`src/rtl/div_unit.sv`:
```
// Multi-cycle RV32M divider (DIV/DIVU/REM/REMU), radix-2 restoring, one bit per cycle.
// Optional build macro DIV_EARLY_OUT_EN: finish at accept when |dividend| < |divisor|.
module div_unit #(
    parameter int REG_WIDTH   = 32,
    parameter int RADDR_WIDTH = 5
) (
    input  logic                   clk,
    input  logic                   rst,
    input  logic                   in_valid,
    output logic                   in_ready,
    input  logic [1:0]             funct,
    input  logic [REG_WIDTH-1:0]   rs1_value,
    input  logic [REG_WIDTH-1:0]   rs2_value,
    input  logic [RADDR_WIDTH-1:0] rd_addr_in,
    output logic                   busy,
    output logic                   we,
    output logic [RADDR_WIDTH-1:0] rd_addr,
    output logic [REG_WIDTH-1:0]   rd_value
);

    localparam int CW = $clog2(REG_WIDTH);
    localparam logic [REG_WIDTH-1:0] SMIN = {1'b1, {(REG_WIDTH-1){1'b0}}};
    localparam logic [REG_WIDTH-1:0] ONES = '1;
    localparam logic [CW-1:0] LAST = CW'(REG_WIDTH - 1);

    typedef enum logic [1:0] {
        IDLE,
        CALC,
        DONE
    } state_t;

    state_t                 state;
    logic [CW-1:0]          cnt;
    logic [1:0]             funct_q;
    logic                   sign_q_q;
    logic                   sign_r_q;
    logic [REG_WIDTH-1:0]   quo_q;
    logic [REG_WIDTH-1:0]   rem_q;
    logic [REG_WIDTH-1:0]   dvs_q;
    logic [RADDR_WIDTH-1:0] addr_q;
    logic                   we_q;

    // Operand decode at accept
    logic                 is_signed;
    logic                 is_rem;
    logic                 neg1;
    logic                 neg2;
    logic [REG_WIDTH-1:0] mag1;
    logic [REG_WIDTH-1:0] mag2;
    logic                 div_zero;
    logic                 ovf;
    logic                 early;
    logic                 fast;
    logic [REG_WIDTH-1:0] fast_res;

    assign is_signed = ~funct[0];
    assign is_rem    = funct[1];
    assign neg1      = is_signed & rs1_value[REG_WIDTH-1];
    assign neg2      = is_signed & rs2_value[REG_WIDTH-1];
    assign mag1      = neg1 ? -rs1_value : rs1_value;
    assign mag2      = neg2 ? -rs2_value : rs2_value;
    assign div_zero  = (rs2_value == '0);
    assign ovf       = is_signed && (rs1_value == SMIN) && (rs2_value == ONES);

`ifdef DIV_EARLY_OUT_EN
    assign early = !div_zero && (mag1 < mag2);
`else
    assign early = 1'b0;
`endif

    assign fast = div_zero | ovf | early;

    always_comb begin
        fast_res = '0;
        if (div_zero) begin
            fast_res = is_rem ? rs1_value : ONES;
        end else if (ovf) begin
            fast_res = is_rem ? '0 : SMIN;
        end else if (early) begin
            fast_res = is_rem ? rs1_value : '0;
        end
    end

    // One restoring step; the partial remainder is REG_WIDTH+1 bits wide
    logic [REG_WIDTH:0]   shifted;
    logic [REG_WIDTH+1:0] diff;
    logic                 borrow;
    logic [REG_WIDTH-1:0] q_next;
    logic [REG_WIDTH-1:0] r_next;
    logic [REG_WIDTH-1:0] res_q;
    logic [REG_WIDTH-1:0] res_r;
    logic [REG_WIDTH-1:0] result;

    assign shifted = {rem_q, quo_q[REG_WIDTH-1]};
    assign diff    = {1'b0, shifted} - {2'b00, dvs_q};
    assign borrow  = diff[REG_WIDTH+1];
    assign q_next  = {quo_q[REG_WIDTH-2:0], ~borrow};
    assign r_next  = borrow ? shifted[REG_WIDTH-1:0] : diff[REG_WIDTH-1:0];

    assign res_q  = (!funct_q[0] && sign_q_q) ? -q_next : q_next;
    assign res_r  = (!funct_q[0] && sign_r_q) ? -r_next : r_next;
    assign result = funct_q[1] ? res_r : res_q;

    always_ff @(posedge clk) begin
        if (rst) begin
            state    <= IDLE;
            cnt      <= '0;
            funct_q  <= '0;
            sign_q_q <= 1'b0;
            sign_r_q <= 1'b0;
            quo_q    <= '0;
            rem_q    <= '0;
            dvs_q    <= '0;
            addr_q   <= '0;
            we_q     <= 1'b0;
            rd_addr  <= '0;
            rd_value <= '0;
        end else begin
            unique case (state)
                IDLE: begin
                    we_q <= 1'b0;
                    if (in_valid) begin
                        funct_q  <= funct;
                        sign_q_q <= neg1 ^ neg2;
                        sign_r_q <= neg1;
                        addr_q   <= rd_addr_in;
                        if (fast) begin
                            state    <= DONE;
                            rd_value <= fast_res;
                            rd_addr  <= rd_addr_in;
                            we_q     <= |rd_addr_in;
                        end else begin
                            state <= CALC;
                            cnt   <= '0;
                            quo_q <= mag1;
                            rem_q <= '0;
                            dvs_q <= mag2;
                        end
                    end
                end
                CALC: begin
                    quo_q <= q_next;
                    rem_q <= r_next;
                    cnt   <= cnt + CW'(1);
                    if (cnt == LAST) begin
                        state    <= DONE;
                        rd_value <= result;
                        rd_addr  <= addr_q;
                        we_q     <= |addr_q;
                    end
                end
                DONE: begin
                    we_q  <= 1'b0;
                    state <= IDLE;
                end
                default: begin
                    we_q  <= 1'b0;
                    state <= IDLE;
                end
            endcase
        end
    end

    // A reset arriving while the write is up suppresses it in that cycle
    assign we       = we_q & ~rst;
    assign in_ready = (state == IDLE);
    assign busy     = (state != IDLE);

endmodule

```
`config.mk`:
```
export PLATFORM = sky130hd
export DESIGN_NAME = div_unit
export DESIGN_NICKNAME = d
export VERILOG_FILES = /design/src/rtl/div_unit.sv
export SDC_FILE = /design/constraint.sdc
export NUM_CORES = 1
export LEC_CHECK = 0
export BUFFER_PORTS_ARGS = -buffer_cell sky130_fd_sc_hd__buf_2
export CAP_MARGIN = 25
export CORE_MARGIN = 2
export CORE_UTILIZATION = 56
export CTS_BUF_LIST = sky130_fd_sc_hd__clkbuf_4 sky130_fd_sc_hd__clkbuf_8
export CTS_CLUSTER_DIAMETER = 30
export DETAILED_ROUTE_END_ITERATION = 10
export PLACE_DENSITY = 0.76
export RECOVER_POWER = 25
export SYNTH_ARGS = -nofsm -noshare
export SYNTH_HDL_FRONTEND = slang
export SYNTH_SLANG_ARGS = --single-unit
```
`constraint.sdc`:
```
create_clock -name clk -period 6.5 [get_ports clk]
set_clock_uncertainty 0.1 [all_clocks]
set_input_delay 0.325 -clock clk [delete_from_list [all_inputs] [get_ports clk]]
set_output_delay 0.325 -clock clk [all_outputs]
set_load 0.05 [all_outputs]
```
==> summary.md <==
| Metric | Value |
|---|---|
| Comb pwr share | 57.3% |
| Num rows | 54 |
| Die H | 151.8 µm |
| Net Sw Frac | 49.38% |
| Period utilization | 78.98% |
| CTS Buf Count | 17 |
| Syn nets | 1812 |
| Footprint of the multi-input gates | 8489 µm² |
| Sequential power share | 25.2% |
| Internal Power | 2.136 mW |
| Worst min path class | in -> reg |
| Fin. Hold Viols | 0 |
| Worst-path maximum fanout | 11 |
| DRC viols | 0 |
| Initial antenna violation count | 1 |
| Req. time, crit path | 6760 ps |
| Worst Tran Pin Value | 2637 ps |
| Vias in the first global route | 11630 |
| Initial Util | 56.55% |
| Achievable clock frequency | 0.1948 GHz |
| Hold WS | 30.01 ps |
| Area grow syn2layout | 7.890% |
| Reg2reg setup slack | 1370 ps |
| RSZ-0062 raised after global routing | no |
| Clk root buf | clkbuf_8 |
| Ys async rst share | 0% |
| Vias/cell | 6.410 |
| Pin count of the biggest net entering global routing | 94 |
| YS warnings | 0 |
| Core area | 21620 µm² |
| Status | finished, violations left |
| Critical path class | reg -> reg |
| GRT overflow | 0 |
| First drt pass iteration count | 6 |
| CP Launch Type | flop |
| Die width | 151.8 µm |
| Part of the Yosys area used for sequential elements | 24.56% |
| Non-Filler Instances | 2032 |
| Setup tns final | 0 ps |
| Reg2reg path depth | 18 |
| Synth Cell Area | 12230 µm² |
| Cell Pwr Density | 319.9 nW/µm² |
| Nets | 1853 |
| Post-synth EDFFs | 0 |
| Synthesized flop and latch total | 150 |
| Clock share of power | 17.5% |
| Hpwl dp | 30.12 mm |
| Most frequent cells in the layout | nor2_1 (276), dfxtp_1 (150), a21oi_1 (147) |
| Vias after detailed routing | 13030 |
| DRT Wirelength | 40.37 mm |
| TritonCTS clock tree | done |
| Hold path startpoint | rd_addr_in[0] |
| Antenna Cells | 0 |
| First-pass GRT wire length | 62.18 mm |
| Routability cong. | 0.9488 |
| Worst-Skew Late Latency | 470 ps |
| Worst reg2reg startpoint | dvs_q[24] |
| Full die area | 23030 µm² |
| Commonest non-fill, non-tap cell in the layout | nor2_1 |
| Max_cap viols | 2 |
| Min Clock Period, post-route | 5134 ps |
| Ports | 114 |
| Hold-critical path depth | 3 |
| CP endpoint kind | flop |
| WL/cell | 19.87 µm |
| Post_cts resized | 0 |
| Layout cell share with drive strength beyond 1 | 9.589% |
| Clock transition at path regs | 100 ps |
| Tot GR Track Use | 34.81% |
| Input/output buffers | 113 |
| Cell count after synthesis | 1698 |
| Setup violators final | 0 |
| Switch Pwr | 2.084 mW |
| Antenna Nets Post-Route | 0 |
| Avg Inst Size Synth | 7.201 µm² |
| Library cells used by synthesis | 86 |
| Worst rel slew slack | -75.82% |
| DRT iter0 DRCs | 1236 |
| Sequential cell area | 3003 µm² |
| Slew Viols, Final | 151 |
| Cells after DPL | 1993 |
| Clock Tree Buf Depth | 2 |
| Dominant synthesized flop cell | dfxtp_1 |
| Hold Path Sink | addr_q[0] |
| H-tree lvl count | 4 |
| Filler Cell Count | 2097 |
| Clock Sinks | 150 |
| IR drop worst, VDD | 0.1935 mV |
| Worst r2r dst | rd_value[24] |
| Violated checks | capacitance limit, slew limit |
| Arrival time worst endpoint | 5400 ps |
| Static Leak | 5.084 nW |
cells by family (layout without fill, tap and decap cells):
| kind of cell | Yosys count | in the layout | share of synthesized area (%) |
|---|---|---|---|
| adder cells (fa/ha/maj) | 40 | 40 | 4.155 |
| flip-flops | 150 | 150 | 24.56 |
| XOR/XNOR | 126 | 126 | 9.026 |
| AO/OA/AOI/OAI | 531 | 531 | 29.11 |
| AND/OR/NAND/NOR | 649 | 649 | 24.77 |
| multiplexers | 25 | 25 | 2.149 |
| buffers and inverters | 177 | 231 | 6.222 |
cell type report:
class	instances	share of cell area, %
clock inverters	15	1.205
inverters	63	1.793
well taps	280	2.656
flip-flops and latches	150	22.76
repair buffers	136	5.454
clock buffers	17	1.774
multi-input cells	1371	64.36
how the worst max path moves through the flow:
stage	end	start	slack, ps
after floorplan	rd_value[24]	rem_q[23]	1460
after global placement	rd_value[24]	dvs_q[24]	1610
after detailed placement	rd_value[24]	rem_q[23]	1490
after CTS	rd_value[24]	rem_q[23]	1440
after global routing	rd_value[24]	dvs_q[24]	990
final	rd_value[24]	dvs_q[24]	1370
what timing repair did:
| item | in CTS | in global routing |
|---|---|---|
| buffers inserted | 0 | 0 |
| hold buffers | 4 | 1 |
| hold endpoints to repair | 4 | 4 |
| endpoints found under the setup margin | 0 | 0 |
registers in the layout, summed over array words and instances (netlist names), 2 cells and up:
| register | flops |
|---|---|
| addr_q | 5 |
| cnt | 5 |
| dvs_q | 32 |
| funct_q | 2 |
| quo_q | 32 |
| rd_addr | 5 |
| rd_value | 32 |
| rem_q | 32 |
| state | 2 |
per-stage QoR:
stage	utilization [%]	power, mW	worst slack (ps)	instance area [µm²]
after floorplan	-	2.911	1464	12230
after global placement	59.11	3.409	1606	12780
after detailed placement	59.11	3.433	1486	12780
after CTS	61.11	4.177	1444	13210
after global routing	61.01	4.484	992.3	13190
final	61.01	4.220	1366	13190
power groups by stage:
stage	Sequential, mW	Clock [mW]	Combinational [mW]
2_1_floorplan	1.05	0	1.86
3_3_place_gp	1.08	0	2.33
3_5_place_dp	1.08	0	2.35
4_1_cts	1.06	0.749	2.37
5_1_grt	1.07	0.782	2.63
6_report	1.06	0.740	2.42
synthesized netlist by cell type, drive strengths merged (20+ instances only):
cell / n / area, µm²
nor2: 278 / 1044
a21oi: 152 / 787.0
dfxtp: 150 / 3003
nand2: 137 / 521.8
o21ai: 89 / 449.2
clkbuf: 81 / 311.5
a211oi: 79 / 593.1
xor2: 73 / 639.4
inv: 61 / 229.0
xnor2: 53 / 464.2
nor3: 52 / 275.3
ha: 39 / 488.0
buf: 31 / 193.9
nand4: 30 / 187.7
nand3: 27 / 135.1
a31oi: 25 / 156.4
a22oi: 23 / 172.7
o211ai: 23 / 172.7
o31ai: 20 / 163.9
metal layers:
| metal | part of all wire (%) | up-vias | global-route usage, % |
|---|---|---|---|
| li1 | - | 6265 | - |
| met1 | 43 | 6092 | 46.79 |
| met5 | 0 | - | 0 |
| met2 | 45 | 573 | 54.14 |
| met4 | 3.5 | 0 | 13.80 |
| met3 | 8.3 | 95 | 7.814 |
critical path, stage by stage (launching register included):
cell	delay (ps)
dfxtp_1	340
inv_1	40
ha_1	380
a21oi_2	250
o21ai_2	120
a221o_1	420
a221oi_4	550
nand2_4	190
o21ai_0	340
ha_1	300
nand2_1	70
a211oi_1	200
and4_1	260
and3_1	190
a21oi_1	160
nor3_2	320
a21oi_1	130
or4b_1	510
and3_1	150
(Power assumes the default switching activity.)
